===== src/rtl/cpu_defs_pkg.sv =====
// rtl/cpu_defs_pkg.sv - shared CPU constants and next-PC state encoding
// Purpose: reset/exception PC defaults shared by the PC generator and fetch stage,
//          plus the 1-bit redirect-buffer state encoding.
// Ports:   none (package).
package cpu_defs_pkg;

  localparam logic [31:0] RESET_PC_DEF   = 32'hbfc00000;
  localparam logic [31:0] EXC_VECTOR_DEF = 32'hbfc00380;

  // ST_RUN: no buffered redirect; ST_HOLD: a redirect waits for stall release.
  typedef enum logic {
    ST_RUN  = 1'b0,
    ST_HOLD = 1'b1
  } pc_state_e;

endpackage


===== src/rtl/pc_gen_stage.sv =====
// rtl/pc_gen_stage.sv - next-PC generator feeding the fetch stage
// Purpose: owns the PC register and selects among sequential, branch/jump,
//          exception-vector and ERET targets; buffers a branch that arrives
//          during a stall and applies it when the stall releases.
// Ports:
//   clk             in   pipeline clock
//   resetn          in   asynchronous active-low reset
//   stall           in   hold PC (same stall the fetch stage sees)
//   br_taken        in   taken branch/jump pulse from decode
//   br_target [31:0] in  redirect target, valid with br_taken
//   exception       in   exception commit pulse
//   eret            in   ERET commit pulse
//   epc [31:0]      in   return address, valid with eret
//   inst_sram_en    out  instruction read enable
//   inst_sram_raddr out  fetch address (the PC register)
//   if_adel         out  fetch address misaligned
//   redir_pending   out  a buffered branch redirect is waiting
module pc_gen_stage
  import cpu_defs_pkg::*;
#(
  parameter logic [31:0] RESET_PC   = RESET_PC_DEF,
  parameter logic [31:0] EXC_VECTOR = EXC_VECTOR_DEF
) (
  input  logic        clk,
  input  logic        resetn,
  input  logic        stall,
  input  logic        br_taken,
  input  logic [31:0] br_target,
  input  logic        exception,
  input  logic        eret,
  input  logic [31:0] epc,
  output logic        inst_sram_en,
  output logic [31:0] inst_sram_raddr,
  output logic        if_adel,
  output logic        redir_pending
);

  pc_state_e   state, state_nxt;
  logic [31:0] pc_reg, pc_nxt;
  logic [31:0] pend_tgt, pend_nxt;
  logic        en_reg;

  always_ff @(posedge clk or negedge resetn) begin
    if (!resetn) begin
      state    <= ST_RUN;
      pc_reg   <= RESET_PC;
      pend_tgt <= 32'h0;
      en_reg   <= 1'b0;
    end else begin
      state    <= state_nxt;
      pc_reg   <= pc_nxt;
      pend_tgt <= pend_nxt;
      en_reg   <= 1'b1;
    end
  end

  // Single priority chain: exception > eret > stall(+branch capture) >
  // live branch > buffered branch > sequential.
  always_comb begin
    state_nxt = state;
    pc_nxt    = pc_reg;
    pend_nxt  = pend_tgt;
    if (exception) begin
      pc_nxt    = EXC_VECTOR;
      state_nxt = ST_RUN;
    end else if (eret) begin
      pc_nxt    = epc;
      state_nxt = ST_RUN;
    end else if (stall) begin
      // A newer branch during a stall simply replaces the buffered one.
      if (br_taken) begin
        pend_nxt  = br_target;
        state_nxt = ST_HOLD;
      end
    end else if (br_taken) begin
      pc_nxt    = br_target;
      state_nxt = ST_RUN;
    end else if (state == ST_HOLD) begin
      pc_nxt    = pend_tgt;
      state_nxt = ST_RUN;
    end else begin
      pc_nxt = pc_reg + 32'd4;
    end
  end

  assign inst_sram_en    = en_reg;
  assign inst_sram_raddr = pc_reg;
  assign if_adel         = (pc_reg[1:0] != 2'b00);
  assign redir_pending   = (state == ST_HOLD);

endmodule


===== config.mk =====
export PLATFORM = sky130hd
export DESIGN_NAME = pc_gen_stage
export DESIGN_NICKNAME = d
export VERILOG_FILES = /design/src/rtl/cpu_defs_pkg.sv /design/src/rtl/pc_gen_stage.sv
export SDC_FILE = /design/constraint.sdc
export NUM_CORES = 1
export LEC_CHECK = 0
export CORE_MARGIN = 10
export CORE_UTILIZATION = 53
export CTS_CLUSTER_SIZE = 16
export DETAILED_ROUTE_END_ITERATION = 10
export GPL_TIMING_DRIVEN = 0
export HOLD_SLACK_MARGIN = 0.03
export PLACE_DENSITY_LB_ADDON = 0.25
export SYNTH_ARGS = -nofsm -noshare
export SYNTH_HDL_FRONTEND = slang
export SYNTH_SLANG_ARGS = --single-unit

===== constraint.sdc =====
create_clock -name clk -period 4.35 [get_ports clk]
set_input_delay 0.87 -clock clk [delete_from_list [all_inputs] [get_ports clk]]
set_output_delay 0.87 -clock clk [all_outputs]
set_load 0.005 [all_outputs]

==> impl_metrics.py <==
metrics = {
    "clocking": {
        "numCtsBuffers": 9,
        "cts_tree": "yes",
        "path_clk_slew_ns": 0.07,
        "holdBufCountCts": 0,
        "htree_levels": 3,
        "clkSinkCount": 66,
        "clk_path_buf_depth": 2,
        "clk_latency_ns": 0.37,
        "ctsResizeCount": 0,
        "postCtsSetupRepairBufs": 0,
        "root_buffer": "clkbuf_8",
    },
    "placement": {
        "gp_congestion": 0.910,
        "place_area_um2": 5160,
        "dpl.hpwl_mm": 10.0,
        "portBuffers": 103,
    },
    "critical_path": {
        "max_stage_delay_ns": 0.41,
        "path_common_cell": "nor2_1",
        "path_class": "in -> reg",
        "r2r_cells": 6,
        "slowest_stage": "clkdlybuf4s50_1",
        "r2r_setup_slack_ns": 1.93,
        "startpoint_type": "input pin",
        "r2r-end": "inst_sram_raddr[18]",
        "cp.required_ns": 4.59,
        "worstPathArrival_ns": 3.28,
        "crit_path_end_kind": "register",
        "crit_fanout": 10,
        "crit_chain": "clkdlybuf4s50_1, clkbuf_1, nor2_1, nand2_1, nor2_1, buf_2, mux2_2",
        "r2r-start": "redir_pending",
    },
    "global_routing": {
        "grt_max_degree": 67,
        "antenna_found_initial": 0,
        "overflow": 0,
        "grtUsageTotal_pct": 24.1,
        "grt_pass1_vias": 4305,
        "grt_pass1_wl_mm": 22.1,
    },
    "cells_and_area": {
        "diodes": 0,
        "fin_nets": 614,
        "final_area_um2": 5350,
        "fillers": 544,
        "synthToLayoutAreaGrowth_pct": 33.6,
        "drive_gt1_share_pct": 13.9,
    },
    "min_path": {
        "hold_path_startpoint": "pend_tgt[6]",
        "worstHoldPathCells": 1,
        "holdPathEnd": "pend_tgt[6]",
        "min_path_type": "reg -> reg",
    },
    "power": {
        "internal_power_w": 0.00117,
        "leakagePower_nw": 2.09,
        "power_density_nw_per_um2": 313,
        "switching_share_pct": 29.8,
        "clockPowerShare_pct": 31.3,
        "peakVddDrop_mv": 0.229,
        "p_seq_share_pct": 46.6,
        "power_switching_w": 0.000499,
        "power_frac_comb_pct": 22.1,
    },
    "die": {
        "die_h_um": 107,
        "coreArea_um2": 7290,
        "initial_core_util_pct": 54.9,
        "die_w_um": 107,
        "dieArea_um2": 11400,
        "num_io_pins": 105,
        "row_count": 31,
    },
    "routing": {
        "drt_iter0_drc": 406,
        "wirelength_mm": 14.1,
        "vias": 4205,
        "routedWlPerCell_um": 21.8,
        "drtPass1Iterations": 6,
        "ant_nets": 0,
        "via_per_inst": 6.50,
        "route.detailed.drc": 0,
    },
    "synthesis": {
        "synth_cells": 429,
        "synth.area.top_cells": "dfrtp_1 36%, mux2_2 9.3%, dfstp_2 5.9%",
        "async_flop_share_pct": 100,
        "synth_top_area_share_pct": 35.6,
        "yosysUniqueCellTypes": 55,
        "synth_seq_cells": 66,
        "synth_ff_type": "dfrtp_1",
        "syn_nets": 500,
        "ys.warnings.count": 0,
        "syn_area_um2": 4010,
        "post_synth.cell_area_avg_um2": 9.34,
        "synth_edf_count": 0,
        "yosysSeqAreaShare_pct": 41.5,
        "synth_top_area_cell": "dfrtp_1",
    },
    "sta": {
        "relSlewSlack_pct": 42.9,
        "hold_violations": 0,
        "final_max_slew_viol_count": 0,
        "clock.fmax_ghz": 0.330,
        "setup_viol": 0,
        "period_needed_ns": 3.03,
        "tns_ns": 0,
        "period_share_pct": 69.7,
        "rsz0062_at_grt": "no",
        "tightest_slew_ns": 0.853,
        "skew_ns": 0.0186,
    },
    "status": {
        "outcome": "finished, final reports clean",
    },
    "flow_run": {
        "maxCapViolations": 0,
    },
}
## routing by layer
metal | routed length, um | vias to the layer above | global-route usage (%) | part of all wire (%)
met5 | 0 | - | 0 | 0
met4 | 467 | 0 | 11.1 | 3.3
met3 | 1550 | 50 | 8.08 | 11
met2 | 6710 | 283 | 39.0 | 48
met1 | 5380 | 2037 | 28.4 | 38
li1 | - | 1835 | - | -
## state kept, by name (all words and copies together), names as in the netlist
signal           flops
inst_sram_en         1
inst_sram_raddr     32
pend_tgt            32
redir_pending        1
## power groups by stage
stage | Sequential (W) | Combinational [W] | Clock (W)
after floorplan | 0.000771 | 0.000186 | 0
after global placement | 0.000782 | 0.000354 | 0
after detailed placement | 0.000788 | 0.000365 | 0
after CTS | 0.000777 | 0.000367 | 0.000522
after global routing | 0.000789 | 0.000398 | 0.000557
final | 0.000780 | 0.000369 | 0.000524
## layout make-up
class | count | area [um^2] | area share [%]
buffer | 34 | 136 | 2.55
clock buffer | 9 | 124 | 2.31
clock inverter | 7 | 70.1 | 1.31
inverter | 16 | 60.1 | 1.12
multi-input combinational | 313 | 2150 | 40.1
sequential | 66 | 1660 | 31.1
tap | 99 | 124 | 2.31
timing repair buffer | 103 | 1030 | 19.2
## synth_stat cells, types with 3 or more instances
| master | number |
|---|---|
| nand3_1 | 10 |
| nand2_1 | 27 |
| a22oi_1 | 6 |
| nand4_1 | 3 |
| a21oi_1 | 40 |
| nor2_1 | 31 |
| nor4_1 | 9 |
| dfrtp_1 | 57 |
| inv_1 | 16 |
| a221o_1 | 8 |
| xnor2_1 | 7 |
| xor2_1 | 3 |
| a221oi_1 | 14 |
| and3_1 | 4 |
| mux2_2 | 33 |
| o221ai_1 | 6 |
| mux2i_1 | 6 |
| dfstp_2 | 9 |
| o21ai_0 | 26 |
| nor3_1 | 13 |
| clkbuf_1 | 21 |
| nor2b_1 | 6 |
| and4_1 | 4 |
| a211oi_1 | 7 |
| buf_2 | 7 |
| o22ai_1 | 9 |
| o31a_1 | 3 |
| buf_1 | 6 |
## through the flow
stage                     cells  hold slack, ns  util [%]  setup slack, ns  total power [W]
after global routing        647           0.522      73.4             1.24          0.00174
final                       647           0.507      73.4             1.32          0.00167
after global placement      631           0.490      70.8            0.170          0.00114
after detailed placement    631           0.497      70.7             1.02          0.00115
after floorplan             429           0.475         -             2.05         0.000957
after CTS                   647           0.513      73.4             1.38          0.00167
## cell usage in the layout (no fill, tap or decap), types with 4 or more instances in the layout
master           count
nor2b_1              6
dfstp_2              9
xnor2_1              7
clkbuf_8             9
nor4_1               9
a211oi_1             7
a21oi_1             40
o21ai_0             26
nand2_1             27
buf_1                6
inv_1               16
buf_2                7
o22ai_1              9
mux2_2              33
a221oi_1            14
nor3_1              13
dfrtp_1             57
and3_1               4
nor2_1              31
a221o_1              8
and4_1               4
nand3_1             10
clkbuf_1            21
o221ai_1             6
a22oi_1              6
clkdlybuf4s50_1    102
mux2i_1              6
## critical path, delay by kind of cell
| kind | cells | cell delay [ns] |
|---|---|---|
| mux | 1 | 0.38 |
| simple gates | 3 | 0.98 |
| buf+inv | 3 | 1.04 |
## worst max-delay path by stage
stage	from	endpoint	depth (start not counted)	slack (ns)
after global placement	resetn	inst_sram_en	1	0.17
after global routing	exception	pend_tgt[0]	7	1.24
final	exception	pend_tgt[18]	7	1.32
after floorplan	exception	pend_tgt[0]	6	2.05
after detailed placement	exception	pend_tgt[18]	7	1.02
after CTS	exception	pend_tgt[18]	7	1.38
## cell families (layout without fill, tap and decap cells)
logic type      Yosys count  count (layout)  share of synthesized area [%]
mux                      39              39                           10.8
buf+inv                  50             169                           4.90
simple gates            126             126                           17.7
fa+ha+maj                 1               1                          0.312
compound gates          136             136                           22.5
other cells               1               1                         0.0936
xor+xnor                 10              10                           2.19
flops                    66              66                           41.5
No activity file was read; power rests on OpenSTA's default activity.
